**src/rtl/pause_sequencer.sv**
```systemverilog
// Fixed-priority pause arbiter that turns a winning request into a vblank-aligned CPU halt
// handshake, with a forced pause on ack timeout and delayed video dimming while paused.
module pause_sequencer #(
    parameter int unsigned NREQ       = 4,
    parameter int unsigned ACK_TO     = 1024,
    parameter int unsigned DIM_CYCLES = 30000000
) (
    input  logic            clk_sys,
    input  logic            reset,
    input  logic [NREQ-1:0] req,
    input  logic [NREQ-1:0] req_en,
    input  logic            vblank,
    input  logic            halt_ack,
    input  logic            dim_enable,
    output logic            pause_cpu,
    output logic            paused,
    output logic [NREQ-1:0] grant,
    output logic            dim_video,
    output logic            ack_timeout
);

    typedef enum logic [2:0] {
        StRun,
        StWaitVbl,
        StHalt,
        StPaused,
        StRelease
    } state_e;

    localparam logic [NREQ-1:0] One = {{(NREQ-1){1'b0}}, 1'b1};

    state_e          state_q, state_d;
    logic [NREQ-1:0] eff, eff_low, grant_d;
    logic            pause_cpu_d, paused_d, dim_video_d, ack_timeout_d;
    logic            vblank_prev, vbl_rise, stay_paused;
    logic [31:0]     ack_cnt_q, ack_cnt_d, dim_cnt_q, dim_cnt_d;

    assign eff      = req & req_en;
    // Two's-complement trick isolates the lowest set bit, i.e. the highest-priority requester.
    assign eff_low  = eff & (~eff + One);
    assign vbl_rise = vblank & ~vblank_prev;

    always_comb begin
        state_d       = state_q;
        grant_d       = grant;
        pause_cpu_d   = pause_cpu;
        paused_d      = paused;
        ack_timeout_d = ack_timeout;
        ack_cnt_d     = '0;
        unique case (state_q)
            StRun: begin
                if (eff != '0) begin
                    state_d = StWaitVbl;
                    grant_d = eff_low;
                end
            end
            StWaitVbl: begin
                if (eff == '0) begin
                    state_d = StRun;
                    grant_d = '0;
                end else begin
                    grant_d = eff_low;
                    if (vbl_rise) begin
                        state_d     = StHalt;
                        pause_cpu_d = 1'b1;
                    end
                end
            end
            StHalt: begin
                // The handshake always completes; a dropped request is handled in StPaused.
                pause_cpu_d = 1'b1;
                ack_cnt_d   = ack_cnt_q + 32'd1;
                if (halt_ack) begin
                    state_d  = StPaused;
                    paused_d = 1'b1;
                end else if (ack_cnt_q == ACK_TO - 1) begin
                    state_d       = StPaused;
                    paused_d      = 1'b1;
                    ack_timeout_d = 1'b1;
                end
            end
            StPaused: begin
                if (eff == '0) begin
                    state_d     = StRelease;
                    pause_cpu_d = 1'b0;
                    paused_d    = 1'b0;
                    grant_d     = '0;
                end else begin
                    grant_d = eff_low;
                end
            end
            StRelease: begin
                if (!halt_ack) begin
                    state_d = StRun;
                end
            end
            default: state_d = StRun;
        endcase
    end

    // Dim runs only while remaining paused, so leaving StPaused clears it on the same edge.
    assign stay_paused = (state_q == StPaused) && (state_d == StPaused);

    always_comb begin
        dim_cnt_d   = '0;
        dim_video_d = 1'b0;
        if (stay_paused && dim_enable) begin
            dim_video_d = (dim_cnt_q == DIM_CYCLES);
            dim_cnt_d   = (dim_cnt_q == DIM_CYCLES) ? dim_cnt_q : dim_cnt_q + 32'd1;
        end
    end

    always_ff @(posedge clk_sys or posedge reset) begin
        if (reset) begin
            state_q     <= StRun;
            grant       <= '0;
            pause_cpu   <= 1'b0;
            paused      <= 1'b0;
            dim_video   <= 1'b0;
            ack_timeout <= 1'b0;
            vblank_prev <= 1'b0;
            ack_cnt_q   <= '0;
            dim_cnt_q   <= '0;
        end else begin
            state_q     <= state_d;
            grant       <= grant_d;
            pause_cpu   <= pause_cpu_d;
            paused      <= paused_d;
            dim_video   <= dim_video_d;
            ack_timeout <= ack_timeout_d;
            vblank_prev <= vblank;
            ack_cnt_q   <= ack_cnt_d;
            dim_cnt_q   <= dim_cnt_d;
        end
    end

endmodule

```
**config.mk**
```make
export PLATFORM = sky130hd
export DESIGN_NAME = pause_sequencer
export DESIGN_NICKNAME = d
export VERILOG_FILES = /design/src/rtl/pause_sequencer.sv
export SDC_FILE = /design/constraint.sdc
export NUM_CORES = 1
export LEC_CHECK = 0
export BUFFER_PORTS_ARGS = -buffer_cell sky130_fd_sc_hd__buf_2
export CAP_MARGIN = 20
export CORE_ASPECT_RATIO = 0.8
export CORE_MARGIN = 5
export CORE_UTILIZATION = 50
export DETAILED_ROUTE_END_ITERATION = 10
export PLACE_DENSITY_LB_ADDON = 0.1
export SLEW_MARGIN = 20
export SYNTH_ARGS = -nofsm -noshare
export SYNTH_HDL_FRONTEND = slang
export SYNTH_SLANG_ARGS = --single-unit
```
**constraint.sdc**
```tcl
create_clock -name clk_sys -period 2.4 [get_ports clk_sys]
set_clock_uncertainty 0.15 [all_clocks]
set_input_delay 0.12 -clock clk_sys [delete_from_list [all_inputs] [get_ports clk_sys]]
set_output_delay 0.12 -clock clk_sys [all_outputs]
set_load 0.01 [all_outputs]
```
==> metrics.yaml, run 1 <==
setup_path:
  crit_family: "simple AND/OR/NAND/NOR gates"
  cpPeakStageDelay_ps: 630
  cp_slowest_cell: "or4_4"
  start_kind: "flop"
  path_buf_inv: 0
  crit_arrival_ps: 2410
  crit_required_ps: 2510
  crit_cells: 5
  rr_worst_depth: 5
  cp_cell_sequence: "ha_1 > nand3_1 > or4_4 > or4_1 > a21oi_1"
  criticalPathCategory: "reg -> reg"
  crit_path_max_fanout: 10
  worst_setup_path_end_kind: "flop"
placed_design:
  gp_congestion: 0.7987
  place_inst: 561
  dp_hpwl_mm: 6.446
  port_buffers: 20
clocking:
  cts_tree: "yes"
  clock_latency_ps: 350
  cts_buffers: 9
  h-tree-depth: 3
  postCtsSetupRepairBufs: 0
  cts.path.max_buffers: 2
  cts_root_buffer: "clkbuf_8"
  cts.sinks: 76
  path_clk_slew_ps: 80
logic_synthesis:
  synth_area_um2: 4056
  yosys-top-cells-area: "dfrtp_1 (47%), or4_1 (4.3%), a21oi_1 (4.1%), nand2_1 (3.6%), o31ai_1 (3.3%)"
  avgSynthCellArea_um2: 9.433
  synth_nets: 446
  synth_flop_cell: "dfrtp_1"
  ys_seq_area_frac: 0.4688
  synth_edf_count: 0
  ys_async_sr_fraction: 1.000
  yosys.area.top_type: "dfrtp_1"
  postSynthCellCount: 430
  synth_top_area_share: 0.4688
  yosysWarnings: 0
  synth_cell_type_count: 42
  synth_seq_cells: 76
power_and_ir_drop:
  seq_power_share: 0.452
  p_leak_nw: 1.833
  ir_drop_v: 0.0003159
  pwr-share-comb: 0.142
  p_sw_mw: 0.8244
  pwr_density_cell_nw_per_um2: 670.3
  sw_frac_of_total: 0.2632
  p_int_mw: 2.308
  total_power_mw: 3.132
  clkPwrFrac: 0.406
drt:
  final_antenna_net_count: 0
  first_pass_iters: 5
  dr.first_iter.drc_count: 327
  drc_errors: 0
  wl_mm: 9.535
  via_count: 3498
  wl_per_cell_um: 16.44
  viasPerCell: 6.031
sta:
  fmax_ghz: 0.4350
  rsz0062_at_grt: "false"
  slew_violations: 0
  slew_headroom: 0.4732
  finalCritPeriodShare: 0.9580
  hold_viol_final: 0
  setup_violations: 0
  worst_pin_slew_ps: 790.3
  min_period_ps: 2299
  tns_ps: 0
worst_hold_path:
  hp-class: "in -> reg"
  holdPathStages: 4
global_route:
  grt_usage: 0.1975
  grt_pass1_wl_mm: 16.42
  grt_max_degree: 31
  gr-total-overflow: 0
  antenna_found_initial: 0
  grt_pass1_vias: 3214
floorplan:
  dieArea_um2: 10030
  die_x_um: 110.7
  row_count: 29
  initial_core_util: 0.5128
  ios: 21
  die_h_um: 90.56
  fp.coreArea_um2: 7910
finish:
  finish.net_count: 484
  layout_commonest_cell: "dfrtp_1"
  multi_input_area_um2: 2054
  finish.utilization: 0.5908
  final_cell_mix: "dfrtp_1 (76), nand2_1 (39), a21oi_1 (33)"
  drive_gt1_frac: 0.1314
  stdcell_count: 580
  seq_area_um2: 1902
  fillCellCount: 683
  syn_to_final_growth_pct: 15.21
  insertedDiodeCount: 0
run_status:
  status: "finished clean"
run:
  drv_cap: 0
==> area by class of cell <==
type | count | share of cell area
clock buffers | 10 | 0.02731
clock inverters | 5 | 0.02677
inverters | 9 | 0.007229
multi-input cells | 329 | 0.4396
flip-flops and latches | 76 | 0.4070
well taps | 108 | 0.02892
repair buffers | 43 | 0.06319
==> power groups by stage <==
stage / registers, mW / logic [mW] / clock network [mW]
after detailed placement: 1.44 / 0.444 / 0
final: 1.42 / 0.445 / 1.27
after floorplan: 1.43 / 0.298 / 0
after global routing: 1.43 / 0.498 / 1.35
after global placement: 1.44 / 0.435 / 0
after CTS: 1.42 / 0.450 / 1.29
==> synth_stat cells, drive strengths merged (4+ instances only) <==
library cell  count
dfrtp            76
nand2            39
a21oi            33
nor2             27
nand3            25
or4              24
nand4            18
o31ai            18
nor4             17
nand2b           16
o21ai            13
xnor2            13
clkbuf           11
or3              11
mux2i            10
and4              9
inv               9
nor3              9
and2              6
xor2              6
and3              5
buf               5
mux2              4
nor2b             4
==> through the flow <==
| stage | cell area, um^2 | setup WS, ps | hold slack, ps |
|---|---|---|---|
| finish | 4673 | 100.9 | 18.30 |
| global route | 4673 | 25.78 | 37.15 |
| CTS | 4669 | 33.90 | 5.422 |
| detailed placement | 4377 | 88.86 | 68.80 |
| global placement | 4377 | 138.5 | 66.26 |
| floorplan | 4056 | 191.7 | 1.430 |
==> flip-flops by register name (all words and copies together), names as in the netlist <==
signal / cells
paused: 1
pause_cpu: 1
dim_video: 1
state_q: 3
ack_cnt_q: 32
dim_cnt_q: 32
vblank_prev: 1
ack_timeout: 1
grant: 4
==> logic make-up after synthesis <==
group / after synthesis / synth area share
buffers and inverters: 25 / 0.02560
and+or+nand+nor: 216 / 0.3026
xor gates and xnor gates: 19 / 0.04102
DFF: 76 / 0.4688
adders and majority gates: 3 / 0.009255
AOI/OAI and AO/OA: 77 / 0.1169
muxes: 14 / 0.03578
==> worst min-delay path: cells and delay by family <==
family	cells	cell delay, ps
buffers and inverters	1	90
and+or+nand+nor	2	140
muxes	1	140
==> layer usage <==
layer / up-vias / global-route usage / wire length (um)
li1: 1700 / - / -
met1: 1710 / 0.3082 / 4949
met2: 77 / 0.2727 / 4058
met3: 11 / 0.04421 / 419
met4: 0 / 0.05333 / 108
met5: - / 0 / 0
==> timing repair <==
item | in CTS | in global routing
endpoints found under the hold margin | 28 | 0
endpoints found under the setup margin | 0 | 3
hold buffers | 4 | 0
gates resized for setup | 0 | 1
==> path summary, 6_finish.rpt <==
path / slack, ps / startpoint / end
worst max-delay path: 100 / ack_cnt_q[0] / ack_cnt_q[20]
worst min-delay path: 20 / req[1] / grant[1]
worst max register to register: 100 / ack_cnt_q[0] / ack_cnt_q[20]
worst min register to register: 350 / grant[1] / grant[1]
max in group asynchronous: 1270 / reset / dim_cnt_q[10]
min in group asynchronous: 230 / reset / ack_cnt_q[31]
No activity file was read; power rests on OpenSTA's default activity.
==> run 2, diff against run 1 <==
GPL_TIMING_DRIVEN = 0   (was default)
==> metrics.yaml, run 2 (synthesis gave the netlist of run 1 again) <==
global_route:
  grt_max_degree: 47  # +52%
  grt_usage: 0.1952  # -0.002371
  grt_pass1_vias: 3261  # +1.5%
  gr-total-overflow: 0  # unchanged
  antenna_found_initial: 0  # unchanged
  grt_pass1_wl_mm: 16.18  # -1.5%
sta:
  whs_ps: 12.31  # -5.997 ps
  min_period_ps: 2282  # -16.77 ps
  tns_ps: 0  # unchanged
  setup_violations: 0  # unchanged
  layout_setup_ws_ps: 117.7  # +16.77 ps
  worst_pin_slew_ps: 768.1  # -22.18 ps
  slew_violations: 0  # unchanged
  slew_headroom: 0.4879  # +0.01479
  fmax_ghz: 0.4381  # +0.73%
  rsz0062_at_grt: "false"
  hold_viol_final: 0  # unchanged
  finalCritPeriodShare: 0.9510  # -0.006987
power_and_ir_drop:
  p_sw_mw: 0.8154  # -1.1%
  clkPwrFrac: 0.313  # -0.093
  pwr-share-comb: 0.179  # +0.037
  sw_frac_of_total: 0.2968  # +0.03362
  pwr_density_cell_nw_per_um2: 597.6  # -11%
  seq_power_share: 0.508  # +0.056
  ir_drop_v: 0.0002870  # -9.1%
  p_int_mw: 1.932  # -16%
  p_leak_nw: 1.753  # -4.3%
  total_power_mw: 2.747  # -12%
clocking:
  path_clk_slew_ps: 80  # about the same
  cts_tree: "yes"
  cts.path.max_buffers: 2  # unchanged
  cts_buffers: 9  # unchanged
  cts_root_buffer: "clkbuf_8"
  h-tree-depth: 3  # unchanged
  cts.sinks: 76  # unchanged
  clock_latency_ps: 350  # about the same
placed_design:
  port_buffers: 20  # unchanged
  dpl_cell_area_um2: 4314  # -1.4%
  dp_hpwl_mm: 6.662  # +3.4%
  place_inst: 559  # -0.36%
  place_ws_ps: 3.330  # -85.53 ps
  gp_congestion: 0.8448  # +5.8%
floorplan:
  fp.coreArea_um2: 7910  # unchanged
  initial_core_util: 0.5128  # unchanged
  row_count: 29  # unchanged
  die_h_um: 90.56  # unchanged
  dieArea_um2: 10030  # unchanged
  die_x_um: 110.7  # unchanged
  ios: 21  # unchanged
setup_path:
  criticalPathCategory: "reg -> reg"
  start_kind: "flop"
  crit_required_ps: 2520  # about the same
  cp_slowest_cell: "or4_1"
  cpPeakStageDelay_ps: 520  # -110 ps
  crit_family: "simple AND/OR/NAND/NOR gates"
  crit_arrival_ps: 2400  # about the same
  path_buf_inv: 1  # +1
  crit_path_max_fanout: 10  # unchanged
  worst_setup_path_end_kind: "flop"
  cp_cell_sequence: "ha_2 > nand3_2 > or4_1 > buf_2 > or4_1 > a21oi_2"
  cp_common_cell: "or4_1"
worst_hold_path:
  hp-class: "in -> reg"
finish:
  insertedDiodeCount: 0  # unchanged
  final_area_um2: 4597  # -1.6%
  syn_to_final_growth_pct: 13.33
  reg.largest.list: "ack_cnt_q (32), dim_cnt_q (32), grant (4)"
  layout_commonest_cell: "dfrtp_1"
  drive_gt1_frac: 0.1218  # -0.009507
  stdcell_count: 584  # +0.69%
  final_cell_mix: "dfrtp_1 (76), nand2_1 (39), a21oi_1 (31)"
  finish.net_count: 487  # +0.62%
  finish.utilization: 0.5811  # -0.009649
run:
  drv_cap: 0  # unchanged
drt:
  final_antenna_net_count: 0  # unchanged
  via_count: 3557  # +1.7%
  first_pass_iters: 4  # -1
  viasPerCell: 6.091  # +0.99%
  drc_errors: 0  # unchanged
  wl_per_cell_um: 16.34  # -0.61%
  wl_mm: 9.542  # about the same
  dr.first_iter.drc_count: 235  # -28%
run_status:
  status: "finished clean"
-- run 2: tightest hold or removal path, stage by stage --
cell and delay, ps:
buf_2 90, nand2_1 60, nor2_1 70, mux2_2 140
-- run 2: power groups by stage --
stage	clock network (mW)	registers [mW]	logic [mW]
5_1_grt	0.944	1.41	0.556
6_report	0.860	1.40	0.492
3_5_place_dp	0	1.42	0.460
3_3_place_gp	0	1.42	0.453
2_1_floorplan	0	1.43	0.298
4_1_cts	0.882	1.40	0.466
-- run 2: timing repair --
item                                   4_1_cts  5_1_grt
endpoints found under the hold margin       50        0
pin swaps                                    0        2
setup endpoints to repair                    2       20
setup buffers                                0        5
resized for setup                            1        8
hold buffers                                 4        0
-- run 2: per-layer routing --
layer  GRT usage  wire (um)  up-vias
li1            -          -     1704
met1      0.3016       4972     1735
met2      0.2682       3888      107
met3     0.04689        572       11
met4     0.05641        109        0
met5           0          0        -
-- run 2: path summary, 6_finish.rpt --
check	start	endpoint	slack, ps	cells past startpoint
worst max-delay path	ack_cnt_q[0]	ack_cnt_q[20]	120	6
worst min-delay path	req[1]	grant[1]	10	4
worst max register to register	ack_cnt_q[0]	ack_cnt_q[20]	120	6
worst min register to register	ack_cnt_q[0]	ack_cnt_q[0]	320	1
max in group asynchronous	reset	ack_cnt_q[3]	1300	4
min in group asynchronous	reset	dim_cnt_q[26]	230	3
-- run 2: cell type report --
class	instances	area, um^2
Fill cell	738	3313
Tap cell	108	135.1
Clock buffer	14	152.6
Multi-Input combinational cell	329	2093
Inverter	9	36.28
Sequential cell	76	1902
Timing Repair Buffer	30	197.7
Buffer	16	70.07
Clock inverter	2	10.01
==> run 3, diff against run 2 <==
SETUP_SLACK_MARGIN = 0.15   (was default)
==> metrics.yaml, run 3 (synthesis gave the netlist of run 1 again) <==
run_status:
  status: "finished clean"
floorplan:
  dieArea_um2: 10030  # unchanged
  row_count: 29  # unchanged
  ios: 21  # unchanged
  fp.coreArea_um2: 7910  # unchanged
  die_x_um: 110.7  # unchanged
  die_h_um: 90.56  # unchanged
  initial_core_util: 0.5128  # unchanged
global_route:
  grt_pass1_wl_mm: 16.32  # +0.85%
  gr-total-overflow: 0  # unchanged
  grt_pass1_vias: 3302  # +1.3%
  grt_usage: 0.1967  # +0.001573
  grt_max_degree: 47  # unchanged
  antenna_found_initial: 0  # unchanged
setup_path:
  start_kind: "flop"
  crit_family: "simple AND/OR/NAND/NOR gates"
  endpoint: "ack_cnt_q[20]"
  cpPeakStageDelay_ps: 560  # +40 ps
  crit_arrival_ps: 2320  # -80 ps
  rr_worst_depth: 6  # unchanged
  cp_slowest_cell: "or4_4"
  crit_required_ps: 2530  # about the same
  criticalPathCategory: "reg -> reg"
  ff2ff_setup_slack_ps: 210  # +90 ps
  cp_common_cell: "or4_4"
  cp_cell_sequence: "ha_4 > nand3_2 > or4_4 > buf_6 > or4_4 > a21oi_2"
  reg2reg_from: "ack_cnt_q[1]"
  path_buf_inv: 1  # unchanged
  crit_path_max_fanout: 10  # unchanged
  crit_cells: 6  # unchanged
  rr_endpoint: "ack_cnt_q[20]"
  worst_setup_path_end_kind: "flop"
  critPathLaunch: "ack_cnt_q[1]"
finish:
  syn_to_final_growth_pct: 15.73
  final_cell_mix: "dfrtp_1 (70), nand2_1 (39), a21oi_1 (30)"
  stdcell_count: 588  # +0.68%
  finish.net_count: 491  # +0.82%
  insertedDiodeCount: 0  # unchanged
  layout_commonest_cell: "dfrtp_1"
  drive_gt1_frac: 0.1583  # +0.03648
  reg.largest.list: "ack_cnt_q (32), dim_cnt_q (32), grant (4)"
drt:
  via_count: 3582  # +0.70%
  wl_mm: 9.675  # +1.4%
  dr.first_iter.drc_count: 248  # +5.5%
  drc_errors: 0  # unchanged
  first_pass_iters: 4  # unchanged
  viasPerCell: 6.092  # about the same
  final_antenna_net_count: 0  # unchanged
  wl_per_cell_um: 16.45  # +0.70%
power_and_ir_drop:
  pwr_density_cell_nw_per_um2: 587.3  # -1.7%
  pwr-share-comb: 0.179  # about the same
  ir_drop_v: 0.0002863  # -0.25%
  sw_frac_of_total: 0.2999  # +0.003053
  p_int_mw: 1.930  # about the same
  seq_power_share: 0.507  # about the same
  p_sw_mw: 0.8268  # +1.4%
  clkPwrFrac: 0.314  # about the same
  p_leak_nw: 1.782  # +1.6%
clocking:
  h-tree-depth: 3  # unchanged
  path_clk_slew_ps: 80  # about the same
  cts_buffers: 9  # unchanged
  cts.sinks: 76  # unchanged
  clock_latency_ps: 350  # about the same
  cts_root_buffer: "clkbuf_8"
  cts_tree: "yes"
  cts.path.max_buffers: 2  # unchanged
sta:
  layout_setup_ws_ps: 205.4  # +87.76 ps
  worst_pin_slew_ps: 723.3  # -44.78 ps
  rsz0062_at_grt: "true"
  hold_viol_final: 0  # unchanged
  slew_headroom: 0.5178  # +0.02985
  setup_violations: 0  # unchanged
  min_period_ps: 2195  # -87.76 ps
  slew_violations: 0  # unchanged
  fmax_ghz: 0.4557  # +4.0%
  finalCritPeriodShare: 0.9144  # -0.03657
run:
  drv_cap: 0  # unchanged
placed_design:
  place_ws_ps: 3.330  # unchanged
  dp_hpwl_mm: 6.662  # unchanged
  gp_congestion: 0.8448  # unchanged
  port_buffers: 20  # unchanged
  place_inst: 559  # unchanged
worst_hold_path:
  hp-class: "in -> reg"
run 3: per-stage QoR:
stage                     setup TNS (ps)  cell area, um^2    util  total power [mW]  hold WS (ps)
after floorplan                        0             4056       -             1.727         1.430
after global placement            -62310             4292  0.5426             1.872         94.32
after detailed placement               0             4314  0.5454             1.882         86.07
after CTS                              0             4583  0.5794             2.758         2.382
after global routing                   0             4695  0.5935             2.912         44.52
final                                  0             4695  0.5935             2.757         8.806
run 3: final cells by class:
| class | instances | area, um^2 |
|---|---|---|
| clock buffers | 14 | 152.6 |
| flip-flops and latches | 76 | 1909 |
| clock inverters | 2 | 10.01 |
| inverters | 9 | 36.28 |
| multi-input cells | 329 | 2145 |
| well taps | 108 | 135.1 |
| repair buffers | 34 | 227.7 |
| plain buffers | 16 | 78.83 |
| fillers | 725 | 3216 |
run 3: routing by layer:
layer,vias up,share of wire,track usage
li1,1706,-,-
met1,1765,0.51,0.3033
met2,99,0.42,0.2717
met3,12,0.062,0.04689
met4,0,0.011,0.05641
met5,-,0,0
run 3: timing repair:
action | CTS | global route
buffers inserted | 4 | 5
cloned | 0 | 0
hold buffers | 4 | 0
pin swaps | 1 | 4
setup endpoints to repair | 21 | 32
resized for setup | 8 | 21
hold endpoints to repair | 50 | 0
run 3: power groups by stage:
stage	Combinational, mW	Clock (mW)	Sequential (mW)
after detailed placement	0.460	0	1.42
final	0.492	0.866	1.40
after CTS	0.485	0.882	1.39
after global routing	0.560	0.944	1.41
after floorplan	0.298	0	1.43
after global placement	0.453	0	1.42
run 3: worst min path at each step:
| stage | from | end | slack [ps] | depth (start not counted) |
|---|---|---|---|---|
| 2_1_floorplan | vblank | vblank_prev | 1 | 0 |
| 3_3_place_gp | vblank | vblank_prev | 90 | 1 |
| 3_5_place_dp | reset | dim_cnt_q[30] | 90 | 2 |
| 4_1_cts | req[1] | grant[1] | 2 | 4 |
| 5_1_grt | req[0] | grant[0] | 40 | 3 |
| 6_report | req[1] | grant[1] | 9 | 4 |
run 3: worst min-delay path, cell delays in order:
cell     delay [ps]
buf_2            90
nand2_1          60
nor2_1           70
mux2_2          140
